### src/rtl/posit_pkg.sv
// Shared constants and types for the posit multiplier front-end.
package posit_pkg;

  localparam int unsigned POSIT_W = 32;
  localparam int unsigned HALF_W  = 16;
  localparam int unsigned BYTE_W  = 8;

  // Not-a-Real encoding for a 32-bit posit
  localparam logic [POSIT_W-1:0] NAR = 32'h8000_0000;

  typedef enum logic [2:0] {
    IDLE,
    LOAD,
    WAIT,
    OUT_HI,
    OUT_LO
  } seq_state_t;

endpackage

### src/rtl/posit_mul_sequencer.sv
// Byte-stream front-end for the 32-bit posit multiplier: gathers A then B (MSB byte
// first), waits for the multiplier to settle, and returns the product as two halves.
module posit_mul_sequencer
  import posit_pkg::*;
#(
  parameter int unsigned MUL_WAIT     = 1,
  parameter bit          NAR_ON_ERROR = 1'b1
) (
  input  logic               clk,
  input  logic               reset,
  input  logic               flush,
  input  logic               in_valid,
  output logic               in_ready,
  input  logic [BYTE_W-1:0]  in_byte,
  output logic [POSIT_W-1:0] mul_a,
  output logic [POSIT_W-1:0] mul_b,
  input  logic [POSIT_W-1:0] mul_product,
  input  logic               mul_error,
  input  logic               mul_zero,
  output logic               out_valid,
  input  logic               out_ready,
  output logic [HALF_W-1:0]  out_half,
  output logic               out_last,
  output logic               out_error,
  output logic               out_zero,
  output logic               busy,
  output logic [15:0]        op_count
);

  localparam int unsigned WAIT_W = (MUL_WAIT > 1) ? $clog2(MUL_WAIT) : 1;
  localparam logic [WAIT_W-1:0] WAIT_INIT = WAIT_W'(MUL_WAIT - 1);

  seq_state_t         state_q, state_d;
  logic [2:0]         byte_cnt_q, byte_cnt_d;
  logic [WAIT_W-1:0]  wait_q, wait_d;
  logic [POSIT_W-1:0] mul_a_q, mul_a_d;
  logic [POSIT_W-1:0] mul_b_q, mul_b_d;
  logic [HALF_W-1:0]  res_lo_q, res_lo_d;
  logic [HALF_W-1:0]  out_half_q, out_half_d;
  logic               out_last_q, out_last_d;
  logic               out_error_q, out_error_d;
  logic               out_zero_q, out_zero_d;
  logic [15:0]        op_count_q, op_count_d;

  logic               in_fire;
  logic               out_fire;
  logic [POSIT_W-1:0] result;

  assign in_ready  = ~reset & ((state_q == IDLE) | (state_q == LOAD));
  assign out_valid = (state_q == OUT_HI) | (state_q == OUT_LO);
  assign busy      = (state_q != IDLE);
  assign in_fire   = in_valid & in_ready;
  assign out_fire  = out_valid & out_ready;

  assign mul_a     = mul_a_q;
  assign mul_b     = mul_b_q;
  assign out_half  = out_half_q;
  assign out_last  = out_last_q;
  assign out_error = out_error_q;
  assign out_zero  = out_zero_q;
  assign op_count  = op_count_q;

  // Next-state: operand assembly, settle wait, result capture and half sequencing
  always_comb begin
    state_d     = state_q;
    byte_cnt_d  = byte_cnt_q;
    wait_d      = wait_q;
    mul_a_d     = mul_a_q;
    mul_b_d     = mul_b_q;
    res_lo_d    = res_lo_q;
    out_half_d  = out_half_q;
    out_last_d  = out_last_q;
    out_error_d = out_error_q;
    out_zero_d  = out_zero_q;
    op_count_d  = op_count_q;
    result      = (mul_error && NAR_ON_ERROR) ? NAR : mul_product;

    if (flush) begin
      // Abort drops any in-flight handshake; operands are intentionally kept
      state_d    = IDLE;
      byte_cnt_d = 3'd0;
    end else begin
      case (state_q)
        IDLE: begin
          if (in_fire) begin
            mul_a_d[POSIT_W-1 -: BYTE_W] = in_byte;
            byte_cnt_d = 3'd1;
            state_d    = LOAD;
          end
        end
        LOAD: begin
          if (in_fire) begin
            if (!byte_cnt_q[2]) begin
              mul_a_d[POSIT_W-1 - BYTE_W*int'(byte_cnt_q[1:0]) -: BYTE_W] = in_byte;
            end else begin
              mul_b_d[POSIT_W-1 - BYTE_W*int'(byte_cnt_q[1:0]) -: BYTE_W] = in_byte;
            end
            // Wraps 7 -> 0, leaving the counter ready for the next operation
            byte_cnt_d = 3'(byte_cnt_q + 3'd1);
            if (byte_cnt_q == 3'd7) begin
              wait_d  = WAIT_INIT;
              state_d = WAIT;
            end
          end
        end
        WAIT: begin
          if (wait_q == '0) begin
            out_half_d  = result[POSIT_W-1:HALF_W];
            res_lo_d    = result[HALF_W-1:0];
            out_last_d  = 1'b0;
            out_error_d = mul_error;
            out_zero_d  = mul_zero;
            state_d     = OUT_HI;
          end else begin
            wait_d = wait_q - 1'b1;
          end
        end
        OUT_HI: begin
          if (out_fire) begin
            out_half_d = res_lo_q;
            out_last_d = 1'b1;
            state_d    = OUT_LO;
          end
        end
        OUT_LO: begin
          if (out_fire) begin
            op_count_d = op_count_q + 16'd1;
            state_d    = IDLE;
          end
        end
        default: state_d = IDLE;
      endcase
    end
  end

  // State and datapath registers with synchronous reset
  always_ff @(posedge clk) begin
    if (reset) begin
      state_q     <= IDLE;
      byte_cnt_q  <= 3'd0;
      wait_q      <= '0;
      mul_a_q     <= '0;
      mul_b_q     <= '0;
      res_lo_q    <= '0;
      out_half_q  <= '0;
      out_last_q  <= 1'b0;
      out_error_q <= 1'b0;
      out_zero_q  <= 1'b0;
      op_count_q  <= '0;
    end else begin
      state_q     <= state_d;
      byte_cnt_q  <= byte_cnt_d;
      wait_q      <= wait_d;
      mul_a_q     <= mul_a_d;
      mul_b_q     <= mul_b_d;
      res_lo_q    <= res_lo_d;
      out_half_q  <= out_half_d;
      out_last_q  <= out_last_d;
      out_error_q <= out_error_d;
      out_zero_q  <= out_zero_d;
      op_count_q  <= op_count_d;
    end
  end

endmodule

### config.mk
export PLATFORM = sky130hd
export DESIGN_NAME = posit_mul_sequencer
export DESIGN_NICKNAME = d
export VERILOG_FILES = /design/src/rtl/posit_pkg.sv /design/src/rtl/posit_mul_sequencer.sv
export SDC_FILE = /design/constraint.sdc
export NUM_CORES = 1
export LEC_CHECK = 0
export ABC_AREA = 1
export BUFFER_PORTS_ARGS = -buffer_cell sky130_fd_sc_hd__buf_2
export CAP_MARGIN = 10
export CORE_ASPECT_RATIO = 0.7
export CORE_MARGIN = 2
export CORE_UTILIZATION = 48
export CTS_CLUSTER_DIAMETER = 50
export DETAILED_ROUTE_END_ITERATION = 10
export PLACE_DENSITY_LB_ADDON = 0.25
export SKIP_LAST_GASP = 1
export SYNTH_ARGS = -nofsm -noshare
export SYNTH_HDL_FRONTEND = slang
export SYNTH_SLANG_ARGS = --single-unit
### constraint.sdc
create_clock -name clk -period 1.8 [get_ports clk]
set_input_delay 0.09 -clock clk [delete_from_list [all_inputs] [get_ports clk]]
set_output_delay 0.09 -clock clk [all_outputs]
set_load 0.02 [all_outputs]
==> metrics.csv, run 1 <==
metric,value,unit
status,"finished, final reports clean",
"antenna viol nets, final",0,
Placer Congestion,0.891,
CP arrival,2.04,ns
"most used cell, CP",nor2_1,
Synth Cell Area,5710,um2
Die H,95.3,um
Finish-stage setup viols,0,
Synth Register Bits,121,
Crit. Startpoint,state_q[1],
clock sink total,121,
"Net Count, Synth",887,
CTS tree,built,
cell with the most instances after synthesis,nand2_1,
htree depth,4,
Final Max Tran Viols,0,
Async SR Flop Fraction,0,
sequential-to-total area share from yosys stat,0.424,
crit path max-delay cell type,dfxtp_1,
area of the multi-input gates,2780,um2
die footprint,12800,um2
crit path capture type,flip-flop,
Chip Width,134,um
unrepaired setup endpoints after global routing,true,
Ys Warns,0,
First-pass DRT Iterations,5,
post-synth cell types,32,
Starting Density,0.491,
num ports,149,
Crit path largest cell delay,0.39,ns
skew final,0.0104,ns
largest net degree at the start of global routing,75,
synthesis-to-finish area growth,31.5,%
Mapped Cells,834,
fill cell count,1092,
prevailing post-synth register cell,dfxtp_1,
maximum VDD drop,0.765,mV
setup TNS,0,ns
minimum clock period,1.70,ns
total wire length,15.1,mm
power after layout,6.42,mW
Max Clock Freq,588,MHz
Total Routing Usage GR,0.244,
Least-Margin Pin Slew,0.734,ns
PwrDens,855,nW/um2
drt via density,4.92,
critical hold path startpoint,in_byte[0],
initial antenna violation count,0,
Commonest cells post-synth,"nand2_1 (205), nor2_1 (166), dfxtp_1 (121)",
post-route DRC violation count,0,
"Hold Violations, Final",0,
share of post-route cells with drive strength above 1,0.233,
Finished Core Util,0.645,
clock-pin slew of the registers on the worst-case setup and hold paths,0.06,ns
core area,11600,um2
max_cap viols,0,
Final #Nets,1062,
dpl ws,0.126,ns
GR Overflow Total,0,
CP Launch Type,flip-flop,
share of the synthesized area in the top cell type,0.424,
diodes inserted,0,
"Max FO, Critical Path",7,
Initial DRC Count,374,
CP Buf/Inv Count,1,
Hold WS,0.0217,ns
Tightest Hold Check Type,input port to flip-flop,
Final period util,0.944,
IO buf count,148,
synth top area cells,"dfxtp_1 (42%), nand2_1 (13%), nor2_1 (11%), inv_1 (5.5%), a21oi_1 (4.2%)",
LEAKAGE,3.59,nW
HPWL reported at the end of detailed placement,10.4,mm
Reg area,2420,um2
worst-skew pair later-pin latency,0.41,ns
number of enable flip-flop cells after synthesis,0,
first-pass GRT wire length,24.9,mm
FF-to-FF Start,state_q[1],
PnR worst setup slack,0.100,ns
Top Family by Delay on Critical Path,simple AND/OR/NAND/NOR gates,
FP Rows,33,
crit path kind,flip-flop to flip-flop,
DR WL/cell,12.8,um
"Avg Cell Area, Syn",6.85,um2
via count,5798,
worst path required time,2.14,ns
Num CTS Buffers,17,
crit path cell chain,nor2_4 > nand4_4 > inv_1 > nand3_1 > nor2_1 > nor2_1 > nor2_1,
Worst slew margin,0.511,
Clk Tree Root Cell,clkbuf_16,
vias in the first global route,5252,
CTS max path bufs,2,
largest area contributor in the synthesized netlist,dfxtp_1,
kinds of logic after synthesis:
family | share of synthesized area
AO/OA/AOI/OAI | 0.118
AND/OR/NAND/NOR | 0.355
adder cells (fa/ha/maj) | 0.0131
buffers and inverters | 0.0900
flip-flops | 0.424
area by class of cell:
type,count,area share
Timing Repair Buffer,194,0.158
Multi-Input combinational cell,586,0.371
Inverter,89,0.0446
Sequential cell,121,0.323
Tap cell,157,0.0262
Clock inverter,13,0.0192
Clock buffer,19,0.0590
metal layers:
metal  wire, um  vias to the layer above  global-route usage  part of all wire
li1           -                     2993                   -                 -
met1       7260                     2604               0.347              0.48
met2       6480                      188               0.363              0.43
met3       1170                       13              0.0611             0.078
met4        152                        0              0.0798             0.010
met5          0                        -                   0                 0
registers in the layout (all words and copies together) (netlist names):
name	cells
mul_a	32
out_error	1
out_last	1
state_q	3
res_lo_q	16
byte_cnt_q	3
out_zero	1
out_half	16
op_count	16
mul_b	32
through the flow:
| stage | instances | cell area [um2] |
|---|---|---|
| after CTS | 1178 | 7480 |
| after detailed placement | 1126 | 6700 |
| after global routing | 1179 | 7510 |
| after global placement | 1126 | 6700 |
| final | 1179 | 7510 |
| after floorplan | 834 | 5720 |
worst paths after layout:
path	to	slack [ns]	cells after the start
worst min register to register	res_lo_q[0]	0.46	2
worst min-delay path	mul_a[24]	0.02	3
worst max register to register	mul_a[3]	0.10	7
worst max-delay path	mul_a[3]	0.10	7
worst register-to-register path: cells and delay by family (launching register included):
kind | cells | cell delay (ns)
simple gates | 6 | 1.10
flops | 1 | 0.39
buf+inv | 1 | 0.14
layout by cell type (no fill, tap or decap), drive strengths merged:
| master | instances |
|---|---|
| a21oi | 48 |
| nor3b | 2 |
| nand2 | 208 |
| a22oi | 1 |
| nor3 | 30 |
| inv | 90 |
| o21ai | 39 |
| clkbuf | 19 |
| clkinvlp | 4 |
| ha | 6 |
| dfxtp | 121 |
| dlygate4sd3 | 20 |
| nand3b | 18 |
| buf | 174 |
| nand3 | 37 |
| bufinv | 2 |
| clkinv | 6 |
| a211oi | 18 |
| a21o | 1 |
| nand4 | 5 |
| o211a | 1 |
| nor2 | 171 |
| o21bai | 1 |
power breakdown:
| group | switching, mW | total, mW | internal, mW |
|---|---|---|---|
| logic | 0.230 | 0.368 | 0.139 |
| registers | 0.0114 | 2.71 | 2.69 |
| clock network | 1.26 | 3.35 | 2.09 |
| total | 1.51 | 6.42 | 4.92 |
repair_timing:
| action | 4_1_cts | 5_1_grt |
|---|---|---|
| endpoints found under the setup margin | 0 | 18 |
| endpoints found under the hold margin | 20 | 0 |
| setup buffers | 0 | 1 |
| gates resized for setup | 0 | 2 |
| hold buffers | 20 | 0 |
Power figures use the tool's default switching activity.
==> run 2: changes to the inputs <==
--- a/config.mk
+++ b/config.mk
@@ -13,7 +13,7 @@
 export CORE_UTILIZATION = 48
 export CTS_CLUSTER_DIAMETER = 50
 export DETAILED_ROUTE_END_ITERATION = 10
-export PLACE_DENSITY_LB_ADDON = 0.25
+export PLACE_DENSITY = 0.76
 export SKIP_LAST_GASP = 1
 export SYNTH_ARGS = -nofsm -noshare
 export SYNTH_HDL_FRONTEND = slang
==> constraint.sdc (replaced) <==
create_clock -name clk -period 1.8 [get_ports clk]
set_input_delay 0.09 -clock clk [delete_from_list [all_inputs] [get_ports clk]]
set_output_delay 0.09 -clock clk [all_outputs]
set_load 0.1 [all_outputs]
==> metrics.csv, run 2 (synthesized netlist as in run 1, its figures left out) <==
metric,value,unit
status,"finished, final reports clean",
LEAKAGE,3.62,nW
die footprint,12800,um2
met1 Track Usage GR,0.379,
crit path kind,flip-flop to flip-flop,
post-route DRC violation count,0,
PnR worst setup slack,0.0784,ns
FF-to-FF Start,byte_cnt_q[1],
drt via density,4.98,
HPWL reported at the end of detailed placement,11.1,mm
Worst Hold Endpoint,mul_a[28],
worst r2r path cells,9,
M2 GR Usage,0.368,
maximum VDD drop,0.717,mV
critical hold path startpoint,in_byte[4],
area of the multi-input gates,2790,um2
Final period util,0.956,
Placed Cells incl. Taps,1126,
Reg area,2440,um2
htree depth,4,
CP arrival,2.02,ns
vias in the first global route,5142,
clock sink total,121,
DR WL/cell,13.7,um
most frequent cells in the layout,"nand2_1 (204), nor2_1 (165), buf_2 (146)",
Max Clock Freq,581,MHz
crit path max-delay cell type,dfxtp_1,
worst path required time,2.10,ns
Hold Path Depth,3,
core area,11600,um2
CTS tree,built,
GRT busiest layer,met1,
IO buf count,148,
DP Area,6730,um2
"most used cell, CP",nand2_1,
Starting Density,0.491,
CP Launch Type,flip-flop,
share of post-route cells with drive strength above 1,0.246,
Chip Width,134,um
total wire length,16.1,mm
Total Routing Usage GR,0.256,
"Hold Violations, Final",0,
"Max FO, Critical Path",16,
unrepaired setup endpoints after global routing,true,
Crit path largest cell delay,0.44,ns
minimum clock period,1.72,ns
Worst slew margin,0.663,
RR Endpoint,mul_a[24],
dpl ws,0.0395,ns
Final Max Tran Viols,0,
PwrDens,884,nW/um2
"commonest non-fill, non-tap cell in the layout",nand2_1,
num ports,149,
skew final,0.00694,ns
R2R setup slack,0.08,ns
Final #Nets,1061,
largest net degree at the start of global routing,46,
Final Cell Area,7560,um2
Finished Core Util,0.649,
Crit. Startpoint,byte_cnt_q[1],
crit path cell chain,clkinv_2 > ha_1 > nand2_1 > nand2_1 > nand2_1 > buf_4 > nand2_1 > nand2_1 > a21oi_1,
synthesis-to-finish area growth,32.3,%
worst-skew pair later-pin latency,0.41,ns
crit path capture type,flip-flop,
grt met3 use,0.0611,
Initial DRC Count,622,
Hold WS,0.00383,ns
first-pass GRT wire length,25.7,mm
Tightest Hold Check Type,input port to flip-flop,
max_cap viols,0,
Least-Margin Pin Slew,0.500,ns
via count,5856,
Finish-stage setup viols,0,
"antenna viol nets, final",0,
GR Overflow Total,0,
clock-pin slew of the registers on the worst-case setup and hold paths,0.06,ns
CTS max path bufs,2,
Clk Tree Root Cell,clkbuf_16,
Placer Congestion,0.864,
FP Rows,33,
Layout Cells excl Fill,1177,
diodes inserted,0,
First-pass DRT Iterations,5,
Die H,95.3,um
Num CTS Buffers,17,
initial antenna violation count,0,
fill cell count,1053,
run 2: cell count changes in the layout (fill, tap and decap cells not counted), sizes merged:
cell | before | now
dlygate4sd3 | 20 | 18
clkinvlp | 4 | 1
bufinv | 2 | 3
inv | 90 | 87
buf | 174 | 175
clkbuf | 19 | 23
run 2: final cells by class:
| type | count | area share |
|---|---|---|
| multi-input combinational | 586 | 0.369 |
| sequential | 121 | 0.323 |
| timing repair buffer | 193 | 0.158 |
| clock buffer | 23 | 0.0646 |
| inverter | 89 | 0.0444 |
| tap | 157 | 0.0260 |
| clock inverter | 8 | 0.0156 |
run 2: repair_timing:
action	in CTS	in global routing
hold buffers	18	0
resized for setup	1	3
setup endpoints to repair	1	61
hold endpoints to repair	18	0
cloned	0	0
buffers inserted	0	2
pin swaps	0	1
run 2: per-layer routing:
metal	vias up	share of wire
met5	-	0
met4	0	0.012
met3	21	0.078
met2	230	0.42
met1	2620	0.49
li1	2985	-
run 2: worst max path at each step:
| stage | slack (ns) | cells past startpoint | end |
|---|---|---|---|
| floorplan | 0.0005 | 11 | mul_a[29] |
| detailed placement | 0.04 | 6 | res_lo_q[14] |
| global route | -0.06 | 7 | mul_b[10] |
| global placement | 0.13 | 6 | res_lo_q[9] |
| CTS | 0.04 | 6 | res_lo_q[14] |
| finish | 0.08 | 9 | mul_a[24] |
run 2: worst max-delay path, delay by kind of cell, from the launching register on:
family	cells	cell delay, ns
flops	1	0.44
simple gates	5	0.40
buf+inv	2	0.39
fa+ha+maj	1	0.33
compound gates	1	0.04
run 2: per-stage QoR:
| stage | total power [mW] | TNS, ns |
|---|---|---|
| 2_1_floorplan | 3.05 | 0 |
| 3_3_place_gp | 3.19 | 0 |
| 3_5_place_dp | 3.20 | 0 |
| 4_1_cts | 6.72 | 0 |
| 5_1_grt | 6.89 | -0.205 |
| 6_report | 6.68 | 0 |
run 2: report_power, final:
part	switching (mW)	total (mW)	internal, mW
logic	0.330	0.473	0.142
clock network	1.20	3.50	2.31
registers	0.0117	2.71	2.70
==> run 3: changes to the inputs <==
--- a/config.mk
+++ b/config.mk
@@ -8,7 +8,7 @@
 export ABC_AREA = 1
 export BUFFER_PORTS_ARGS = -buffer_cell sky130_fd_sc_hd__buf_2
 export CAP_MARGIN = 10
-export CORE_ASPECT_RATIO = 0.7
+export CORE_ASPECT_RATIO = 0.9
 export CORE_MARGIN = 2
 export CORE_UTILIZATION = 48
 export CTS_CLUSTER_DIAMETER = 50
==> metrics.csv, run 3 (synthesized netlist as in run 1, its figures left out) <==
metric,value,unit
largest net degree at the start of global routing,46,
num ports,149,
Gate power share,0.071,
Finished Core Util,0.652,
HPWL reported at the end of detailed placement,10.7,mm
CTS max path bufs,2,
total wire length,15.5,mm
GR Overflow Total,0,
power after layout,6.58,mW
Worst slew margin,0.634,
fill cell count,1040,
share of post-route cells with drive strength above 1,0.246,
"commonest non-fill, non-tap cell in the layout",nand2_1,
metal2 WL,6.91,mm
CP arrival,1.63,ns
PwrDens,875,nW/um2
crit path capture type,primary output,
critical hold path startpoint,in_byte[6],
Final period util,0.958,
Chip Width,119,um
Seq pwr share,0.412,
Total Routing Usage GR,0.247,
die footprint,12800,um2
DR WL/cell,13.2,um
Placer Congestion,0.847,
cell internal pwr,4.99,mW
unrepaired setup endpoints after global routing,false,
worst path required time,1.71,ns
clock sink total,121,
Num CTS Buffers,17,
post-route DRC violation count,0,
Final Max Tran Viols,0,
CTS tree,built,
Final Cell Area,7510,um2
Crit path largest cell delay,0.44,ns
crit path cell chain,buf_4 > inv_1 > nand2_1 > nor2_1 > inv_1 > buf_4,
initial antenna violation count,0,
uppermost layer routed,met4,
met3 wire length,1.11,mm
CP Launch Type,flip-flop,
Layout Cells excl Fill,1175,
first-pass GRT wire length,25.3,mm
Switching Fraction,0.241,
DP Area,6710,um2
"Hold Violations, Final",0,
htree depth,4,
drt via density,5.00,
skew final,0.0115,ns
Placed Cells incl. Taps,1124,
Finish-stage setup viols,0,
setup TNS,0,ns
Least-Margin Pin Slew,0.549,ns
Crit. Startpoint,state_q[2],
status,"finished, final reports clean",
First-pass DRT Iterations,5,
crit path max-delay cell type,dfxtp_1,
most frequent cells in the layout,"nand2_1 (203), nor2_1 (165), buf_2 (146)",
vias in the first global route,5327,
crit path kind,flip-flop to primary output,
via count,5875,
minimum clock period,1.72,ns
IO buf count,148,
worst-skew pair later-pin latency,0.41,ns
FP Rows,37,
clock power share,0.517,
Die H,107,um
dpl ws,0.103,ns
Tightest Hold Check Type,input port to flip-flop,
PnR worst setup slack,0.0753,ns
CP Buf/Inv Count,4,
Hold WS,0.0138,ns
Top Family by Delay on Critical Path,buffers and inverters,
core area,11500,um2
clock-pin slew of the registers on the worst-case setup and hold paths,0.06,ns
Max Clock Freq,580,MHz
max_cap viols,0,
Initial DRC Count,601,
"Max FO, Critical Path",5,
maximum VDD drop,0.768,mV
FF-to-FF Start,byte_cnt_q[0],
LEAKAGE,3.59,nW
diodes inserted,0,
Final #Nets,1060,
M1 WL,7.34,mm
synthesis-to-finish area growth,31.5,%
Starting Density,0.496,
Clk Tree Root Cell,clkbuf_16,
"antenna viol nets, final",0,
Net Sw Power,1.59,mW
-- run 3: cell types whose count changed in the layout (fill, tap and decap cells not counted) --
cell / change
clkinv_4: +2
clkbuf_8: -4
nand2_2: +1
buf_4: -1
nand2_1: -1
clkbuf_1: -1
dlygate4sd3_1: +1
nor2_2: +1
clkinvlp_4: +2
buf_12: -1
nor2_4: -1
clkinv_2: +1
-- run 3: layout make-up --
type | instances | area (um2) | share of cell area
clock buffers | 18 | 429 | 0.0571
clock inverters | 13 | 155 | 0.0206
inverters | 89 | 335 | 0.0446
multi-input cells | 586 | 2790 | 0.371
flip-flops and latches | 121 | 2440 | 0.324
well taps | 156 | 195 | 0.0260
repair buffers | 192 | 1170 | 0.156
-- run 3: final timing paths --
check                       to  slack (ns)  cells past startpoint
setup / recovery          busy        0.08                      6
hold / removal       mul_a[30]        0.01                      3
setup reg to reg     mul_a[31]        0.15                      9
hold reg to reg   res_lo_q[12]        0.47                      2
-- run 3: power groups by stage --
| stage | Sequential, mW | Combinational [mW] | Clock (mW) |
|---|---|---|---|
| after floorplan | 2.86 | 0.195 | 0 |
| after global placement | 2.76 | 0.426 | 0 |
| after detailed placement | 2.76 | 0.426 | 0 |
| after CTS | 2.71 | 0.461 | 3.43 |
| after global routing | 2.71 | 0.507 | 3.55 |
| final | 2.71 | 0.469 | 3.40 |
-- run 3: tightest hold or removal path, stage by stage --
cell,delay (ns)
buf_2,0.11
a21oi_1,0.06
a21oi_1,0.12
-- run 3: what timing repair did --
item                                   in CTS  in global routing
buffers inserted                            0                  1
gates resized for setup                     1                  3
setup endpoints to repair                   1                 22
pin swaps                                   0                  1
hold buffers                               19                  0
endpoints found under the hold margin      19                  0
-- run 3: per-layer routing --
metal	GRT usage	up-vias
met2	0.383	188
met3	0.0620	12
met1	0.344	2690
li1	-	2985
met5	0	-
met4	0.0612	0
